**config.mk**
```make
export PLATFORM = sky130hd
export DESIGN_NAME = cache_refill_arbiter
export DESIGN_NICKNAME = d
export VERILOG_FILES = /design/src/rtl/cache_refill_arbiter.sv
export SDC_FILE = /design/constraint.sdc
export NUM_CORES = 1
export LEC_CHECK = 0
export CAP_MARGIN = 20
export CORE_AREA = 2 2 121 123
export DETAILED_ROUTE_END_ITERATION = 6
export DIE_AREA = 0 0 123 125
export GPL_ROUTABILITY_DRIVEN = 0
export PLACE_DENSITY = 0.65
export SKIP_CTS_REPAIR_TIMING = 1
export SLEW_MARGIN = 0
export SYNTH_ARGS = -nofsm -noshare
export SYNTH_HDL_FRONTEND = slang
export SYNTH_SLANG_ARGS = --single-unit
export TNS_END_PERCENT = 50
```
**constraint.sdc**
```tcl
create_clock -name clk -period 4.6 [get_ports clk]
set_input_delay 0.46 -clock clk [delete_from_list [all_inputs] [get_ports clk]]
set_output_delay 0.46 -clock clk [all_outputs]
set_load 0.01 [all_outputs]
```
**src/rtl/cache_refill_arbiter.sv**
```systemverilog
// cache_refill_arbiter
// Shares one main-memory word port between I-cache and D-cache line refills.
// A D miss with a dirty victim writes the victim line back before the refill.
// D has fixed priority over I, and a granted burst always runs to completion.
// Fill strobes are combinational in the MemAck cycle.
// Done is a one-cycle pulse, and the stall outputs release in that same cycle.

module cache_refill_arbiter #(
    parameter int unsigned ADDR_W     = 32,
    parameter int unsigned DATA_W     = 32,
    parameter int unsigned LINE_WORDS = 4,
    localparam int unsigned IDX_W     = $clog2(LINE_WORDS)
) (
    input  logic              clk,
    input  logic              rst_n,
    // I-cache side
    input  logic              IMissReq,
    input  logic [ADDR_W-1:0] IMissAddr,
    output logic              IFillValid,
    output logic [IDX_W-1:0]  IFillIdx,
    output logic [DATA_W-1:0] IFillData,
    output logic              IFillDone,
    // D-cache side
    input  logic              DMissReq,
    input  logic [ADDR_W-1:0] DMissAddr,
    input  logic              DDirty,
    input  logic [ADDR_W-1:0] DVictimAddr,
    output logic [IDX_W-1:0]  DVictimIdx,
    input  logic [DATA_W-1:0] DVictimData,
    output logic              DFillValid,
    output logic [IDX_W-1:0]  DFillIdx,
    output logic [DATA_W-1:0] DFillData,
    output logic              DFillDone,
    // memory word port
    output logic              MemReq,
    output logic              MemWe,
    output logic [ADDR_W-1:0] MemAddr,
    output logic [DATA_W-1:0] MemWData,
    input  logic [DATA_W-1:0] MemRData,
    input  logic              MemAck,
    // hazard unit
    output logic              ICacheMiss,
    output logic              DCacheMiss,
    output logic              Busy
);

    localparam int unsigned STRIDE = DATA_W / 8;

    typedef enum logic [2:0] {
        S_IDLE,
        S_D_WB,
        S_D_FILL,
        S_I_FILL,
        S_DONE
    } state_t;

    state_t            r_state;
    state_t            w_state_nxt;
    logic              r_owner_d;     // 1 = D owns the port, 0 = I
    logic              w_owner_d_nxt;
    logic [IDX_W-1:0]  r_cnt;
    logic [IDX_W-1:0]  w_cnt_nxt;
    logic [ADDR_W-1:0] w_offset;
    logic              w_last;

    assign w_offset = ADDR_W'(r_cnt) * ADDR_W'(STRIDE);
    assign w_last   = (r_cnt == IDX_W'(LINE_WORDS - 1));

    // State, owner and beat counter registers
    always_ff @(posedge clk or negedge rst_n) begin
        if (!rst_n) begin
            r_state   <= S_IDLE;
            r_owner_d <= 1'b0;
            r_cnt     <= '0;
        end else begin
            r_state   <= w_state_nxt;
            r_owner_d <= w_owner_d_nxt;
            r_cnt     <= w_cnt_nxt;
        end
    end

    // Next-state logic plus memory, fill and victim-index outputs
    always_comb begin
        w_state_nxt   = r_state;
        w_owner_d_nxt = r_owner_d;
        w_cnt_nxt     = r_cnt;
        MemReq        = 1'b0;
        MemWe         = 1'b0;
        MemAddr       = '0;
        MemWData      = '0;
        DVictimIdx    = '0;
        IFillValid    = 1'b0;
        IFillIdx      = '0;
        IFillData     = '0;
        IFillDone     = 1'b0;
        DFillValid    = 1'b0;
        DFillIdx      = '0;
        DFillData     = '0;
        DFillDone     = 1'b0;

        case (r_state)
            S_IDLE: begin
                if (DMissReq) begin
                    w_owner_d_nxt = 1'b1;
                    w_cnt_nxt     = '0;
                    w_state_nxt   = DDirty ? S_D_WB : S_D_FILL;
                end else if (IMissReq) begin
                    w_owner_d_nxt = 1'b0;
                    w_cnt_nxt     = '0;
                    w_state_nxt   = S_I_FILL;
                end
            end
            S_D_WB: begin
                MemReq     = 1'b1;
                MemWe      = 1'b1;
                MemAddr    = DVictimAddr + w_offset;
                MemWData   = DVictimData;
                DVictimIdx = r_cnt;
                if (MemAck) begin
                    // The counter wraps to 0 on the last write beat, ready for the refill.
                    w_cnt_nxt = r_cnt + IDX_W'(1);
                    if (w_last) begin
                        w_state_nxt = S_D_FILL;
                    end
                end
            end
            S_D_FILL: begin
                MemReq  = 1'b1;
                MemAddr = DMissAddr + w_offset;
                if (MemAck) begin
                    DFillValid = 1'b1;
                    DFillIdx   = r_cnt;
                    DFillData  = MemRData;
                    w_cnt_nxt  = r_cnt + IDX_W'(1);
                    if (w_last) begin
                        w_state_nxt = S_DONE;
                    end
                end
            end
            S_I_FILL: begin
                MemReq  = 1'b1;
                MemAddr = IMissAddr + w_offset;
                if (MemAck) begin
                    IFillValid = 1'b1;
                    IFillIdx   = r_cnt;
                    IFillData  = MemRData;
                    w_cnt_nxt  = r_cnt + IDX_W'(1);
                    if (w_last) begin
                        w_state_nxt = S_DONE;
                    end
                end
            end
            S_DONE: begin
                if (r_owner_d) begin
                    DFillDone = 1'b1;
                end else begin
                    IFillDone = 1'b1;
                end
                w_state_nxt = S_IDLE;
            end
            default: begin
                w_state_nxt = S_IDLE;
            end
        endcase
    end

    // Stall requests to the hazard unit; forced low while reset is asserted
    always_comb begin
        ICacheMiss = rst_n & IMissReq & ~IFillDone;
        DCacheMiss = rst_n & DMissReq & ~DFillDone;
        Busy       = (r_state != S_IDLE);
    end

endmodule

```
* Word level (Yosys, flattened, before mapping)
Index checks and enable logic that the tools add are counted.
** Word-level totals
- Register bits :: 6
- Input port bits :: 166
- Output and inout bits :: 143
- Word-level logic and storage cells :: 65
** Operators by class
- $add $sub $neg :: 4
- Eq/ne operators :: 11
- Mux-type cells :: 32
- Bitwise gates (word level) :: 6
- Reduce and logical (&&, ||, !) cells :: 9
** Operators with widths (count)
- $mux W32 :: 4
- $add A32 B4 Y32 :: 3
- $pmux W32 S3 :: 1
- $mux W3 :: 6
- $mux W2 :: 8
- $mux W1 :: 11
- $pmux W3 S3 :: 1
- $eq A3 B2 Y1 const B :: 2
- $ne A2 B1 Y1 const B :: 3
- $reduce_and A5 Y1 :: 1
- $and A1 B1 Y1 :: 4
- $ne A2 B2 Y1 const B :: 2
- $pmux W2 S2 :: 1
- $reduce_bool A2 Y1 :: 2
- $eq A3 B1 Y1 const B :: 1
- $eq A3 B3 Y1 const B :: 1
- $logic_not A3 Y1 :: 1
- $ne A3 B3 Y1 const B :: 1
- $reduce_and A3 Y1 :: 1
- $reduce_bool A3 Y1 :: 1
- $reduce_or A3 Y1 :: 1
- $add A2 B1 Y2 const B :: 1
- $eq A2 B2 Y1 const B :: 1
- $not A1 Y1 :: 2
- 2 further kinds :: 2

* Logic depth before layout (Yosys ltp)
- Word-level depth :: 4
- Mapped depth :: 15
- Gate-level depth less buffers :: 10

* Least setup slack after synthesis
No wires, ideal clock.
- Path kind :: register to output
- From :: reg r_state[2]
- To :: out MemAddr[30]
- Data arrival time :: 3.282 ns
- Required time :: 4.140 ns
- Slack :: 0.858 ns
- Stages on the path, launching flop included :: 15
- Path buffers :: 4
- Cells stage by stage :: dfrtp_1 nor2b_4 buf_6 buf_8 buf_6 clkbuf_1 nor2_1 a21oi_1 ha_1 inv_1 fa_1 nor2b_1 nand3_1 or4_1 a21oi_1
** Between the ends
- Cells in the longest elaborated chain, start to end :: 2
- Elaborated cells between the ends (all ways) :: 4
- Classes of those cells :: eq/ne: 3; mux: 1
** Ends and longest elaborated chain
- from (decl) :: RTL line 57 : state_t r_state;
- from (signal assigned) :: RTL line 76 : r_state <= w_state_nxt;
- $eq A3 B2 Y1 or $eq A3 B1 Y1 (tied branches) :: RTL line 101 : case (r_state)
- $pmux W32 S3 * :: RTL line 101
- to (decl) :: RTL line 37 : output logic [ADDR_W-1:0] MemAddr,
Mark *: on every way between the ends. The rest lies on a longest branch, timed or not.

* Worst setup path in the final report
- From :: reg r_state[0]
- To :: out MemAddr[30]
The elaborated chain is that of the path after synthesis.

==> metrics.md <==
| Metric | Value |
|---|---|
| Pwr/cell area | `374 nW/um^2` |
| Initial antenna violation count | `0` |
| Post-DP HPWL | `roughly 12 mm` |
| Synthesized cell area | `approximately 2800 sq um` |
| Via count | `3883` |
| Maximum resistive drop on vdd | `about 0.24 mV` |
| Synth unique cells | `46` |
| Main flop type after synthesis | `sky130_fd_sc_hd__dfrtp_1` |
| Max-slew violation count | `0` |
| Core ar. | `~14000 sq um` |
| Start-to-end type of the worst setup path | `reg -> out` |
| Top cell type by total area after synthesis | `sky130_fd_sc_hd__and2_1` |
| Final worst-path cycle share | `93.2%` |
| Final total power | `between 2 and 2.5 mW` |
| Synthesis warning total | `0` |
| Number of diodes | `0` |
| Filler Cells Inserted | `around 1400` |
| Number of instances in the synthesized netlist | `between 300 and 400` |
| Crit path arrival time | `about 3800 ps` |
| Number of placed I/O pins | `309` |
| CTS tree | `yes` |
| Maximum operating frequency | `roughly 230 MHz` |
| Final #Nets | `850` |
| DRT Pass-1 Iters | `4` |
| Buffers from clock root to sink, at most | `2` |
| Least-Margin Pin Slew | `982 ps` |
| Final core area utilization | `43.0%` |
| Delay of the slowest cell on the worst path | `between 600 and 700 ps` |
| Max stage delay cell, worst path | `sky130_fd_sc_hd__dfrtp_2` |
| Net count of the mapped netlist | `556` |
| H-tree lvl count | `1` |
| Starting utilization of the core area | `between 15 and 20%` |
| Crit path time final | `4290 ps` |
| Area Overhead vs Synth | `117%` |
| Total congestion overflow after global routing | `0` |
| Skew-Pair Late Insertion Delay | `between 200 and 250 ps` |
| Setup violators final | `0` |
| GRT Resource Usage Total | `between 15 and 20%` |
| Number of max-capacitance violations reported | `0` |
| Share of synthesized flip-flops with an asynchronous set or reset | `100%` |
| Rel. slew slack | `between 30% and 40%` |
| Share of synthesized area occupied by flip-flops and latches | `between 5 and 6%` |
| Largest net degree at the start of global routing | `36` |
| Number of failing hold endpoints at the final stage | `0` |
| Number of routed nets with antenna violations | `0` |
| Number of enable-type register cells in the synthesized netlist | `0` |
| Area of the die | `15400 sq um` |
| Die width | `roughly 120 um` |
| Num CTS Buffers | `3` |
| Total detailed-routing wirelength | `14.4 mm` |
| Vert. Die Dim | `approximately 130 um` |
| Clk sink count | `6` |
| Area share of the leading cell type in the synthesized netlist | `approximately 24%` |
| Clock Skews | `around 1.1 ps` |
| Port buffer count | `roughly 300` |
| Logic depth of the worst register-to-register path | `8` |
| Largest fanout on the critical path | `27` |
| Startpoint kind of the worst setup timing path | `register` |
| CP Data Required Time | `4140 ps` |
| Routed WL per cell | `~17 um` |
| Cell at the root of the clock tree | `sky130_fd_sc_hd__clkbuf_16` |
| Reg clk slew, reported paths | `about 40 ps` |
| Share of cells above drive strength 1 | `between 10% and 20%` |
| Sort of element at the end of the critical path | `primary output` |
| Type of the tightest min-delay check | `in -> async` |
| Initial detailed-routing violation count | `~140` |
| Largest cells by area after synthesis | `sky130_fd_sc_hd__and2_1 24%, sky130_fd_sc_hd__mux2_2 17%, sky130_fd_sc_hd__mux2i_1 7.1%` |
| Number of global-route vias before repair | `3951` |
| RSZ-0062 raised after global routing | `false` |
| Post-route DRC violation count | `0` |
| Row Count | `44` |
| Final total negative setup slack | `0 ps` |
| Detail-routed via count per cell | `about 4.5` |
| Post-Syn Area per Cell | `around 7.3 sq um` |
| Cells along the critical path | `buf_4 -> mux2_2 -> mux2i_1 -> nor4_4 -> nand2_1 -> or4_1 -> a21oi_1 -> clkdlybuf4s50_1` |
| Seq. cell area | `between 150 and 200 sq um` |
| Flip-flop and latch count after synthesis | `6` |
| Area used by multi-input combinational logic | `~2500 sq um` |
| Status | `complete, no violations` |
| Leakage | `about 2.2 nW` |
| Wire length of the first global-routing pass | `about 21 mm` |
[per-stage QoR]
step	hold slack (ps)	worst slack, ps	instance area [sq um]	instances
after floorplan	164	858	2810	386
after global placement	511	472	6010	858
after detailed placement	516	445	6030	859
after CTS	520	259	6110	863
after global routing	543	72.7	6110	863
final	518	311	6110	863
[power breakdown]
group	switching, mW	leakage, nW	internal (mW)
combinational	0.960	2.14	1.05
clock	0.0347	0.0382	0.115
sequential	0.0529	0.0748	0.0751
total	1.05	2.25	1.24
[state kept, by name, indices dropped and copies added (netlist names)]
name	flops
r_owner_d	1
r_cnt	2
r_state	3
[final timing paths]
check / startpoint / end / slack, ps
max in group asynchronous: rst_n / r_state[0] / 3770
max: r_state[0] / MemAddr[30] / 310
min: rst_n / r_state[1] / 520
min reg2reg: r_owner_d / r_owner_d / 520
max reg2reg: r_state[0] / r_cnt[0] / 2160
min in group clk: r_owner_d / r_owner_d / 520
[worst max-delay path, delay by kind of cell (launching register included)]
kind,cells,cell delay (ps)
AND/OR/NAND/NOR,3,1380
buffers and inverters,2,980
flip-flops,1,610
multiplexers,2,430
AO/OA/AOI/OAI,1,200
[area by class of cell]
class	instances	area share [%]
clock buffers	4	1.29
inverters	6	0.369
multi-input cells	348	40.6
flip-flops and latches	6	2.48
well taps	184	3.77
repair buffers	315	51.5
[metal layers]
layer / vias up / track usage [%] / routed length [um]
met5: - / 0 / 0
met4: 0 / 4.48 / 324
met3: 17 / 3.51 / 1210
met2: 173 / 33.0 / 7290
met1: 1768 / 19.3 / 5550
li1: 1925 / - / -
[cell usage in the layout (no fill, tap or decap), types with 2 or more instances in the layout]
master | synthesis | layout
sky130_fd_sc_hd__clkbuf_16 | 0 | 3
sky130_fd_sc_hd__nor4_4 | 4 | 4
sky130_fd_sc_hd__or4_1 | 7 | 7
sky130_fd_sc_hd__o21ai_0 | 8 | 8
sky130_fd_sc_hd__mux2_2 | 42 | 42
sky130_fd_sc_hd__clkdlybuf4s50_1 | 0 | 308
sky130_fd_sc_hd__buf_4 | 2 | 5
sky130_fd_sc_hd__inv_1 | 6 | 6
sky130_fd_sc_hd__dfrtp_1 | 6 | 5
sky130_fd_sc_hd__nor3_1 | 7 | 7
sky130_fd_sc_hd__or3_1 | 3 | 3
sky130_fd_sc_hd__o211ai_1 | 2 | 2
sky130_fd_sc_hd__and2_1 | 110 | 110
sky130_fd_sc_hd__xnor2_1 | 12 | 12
sky130_fd_sc_hd__nand4_2 | 2 | 2
sky130_fd_sc_hd__nor2_1 | 30 | 30
sky130_fd_sc_hd__nand3_1 | 13 | 13
sky130_fd_sc_hd__mux2i_1 | 20 | 20
sky130_fd_sc_hd__mux2i_2 | 3 | 3
sky130_fd_sc_hd__a22oi_1 | 2 | 2
sky130_fd_sc_hd__a21oi_1 | 14 | 14
sky130_fd_sc_hd__or2_2 | 3 | 3
sky130_fd_sc_hd__nand4_1 | 7 | 7
sky130_fd_sc_hd__o31ai_1 | 6 | 6
sky130_fd_sc_hd__nor2b_1 | 2 | 2
sky130_fd_sc_hd__and3_1 | 5 | 5
sky130_fd_sc_hd__nand2_1 | 28 | 28
sky130_fd_sc_hd__ha_1 | 3 | 3
[Yosys cell counts, types with 7 or more instances]
master,number
sky130_fd_sc_hd__and2_1,110
sky130_fd_sc_hd__mux2_2,42
sky130_fd_sc_hd__nor2_1,30
sky130_fd_sc_hd__nand2_1,28
sky130_fd_sc_hd__mux2i_1,20
sky130_fd_sc_hd__clkbuf_1,18
sky130_fd_sc_hd__a21oi_1,14
sky130_fd_sc_hd__nand3_1,13
sky130_fd_sc_hd__xnor2_1,12
sky130_fd_sc_hd__o21ai_0,8
sky130_fd_sc_hd__nand4_1,7
sky130_fd_sc_hd__nor3_1,7
sky130_fd_sc_hd__or4_1,7
[cells by family after synthesis]
| kind of cell | Yosys count | share of synthesized area (%) |
|---|---|---|
| buf+inv | 32 | 6.37 |
| compound gates | 37 | 8.01 |
| flops | 6 | 5.34 |
| xor+xnor | 12 | 3.74 |
| fa+ha+maj | 4 | 2.05 |
| mux | 66 | 26.0 |
| simple gates | 229 | 48.5 |
Note: power is estimated with default switching activity, not from simulation.
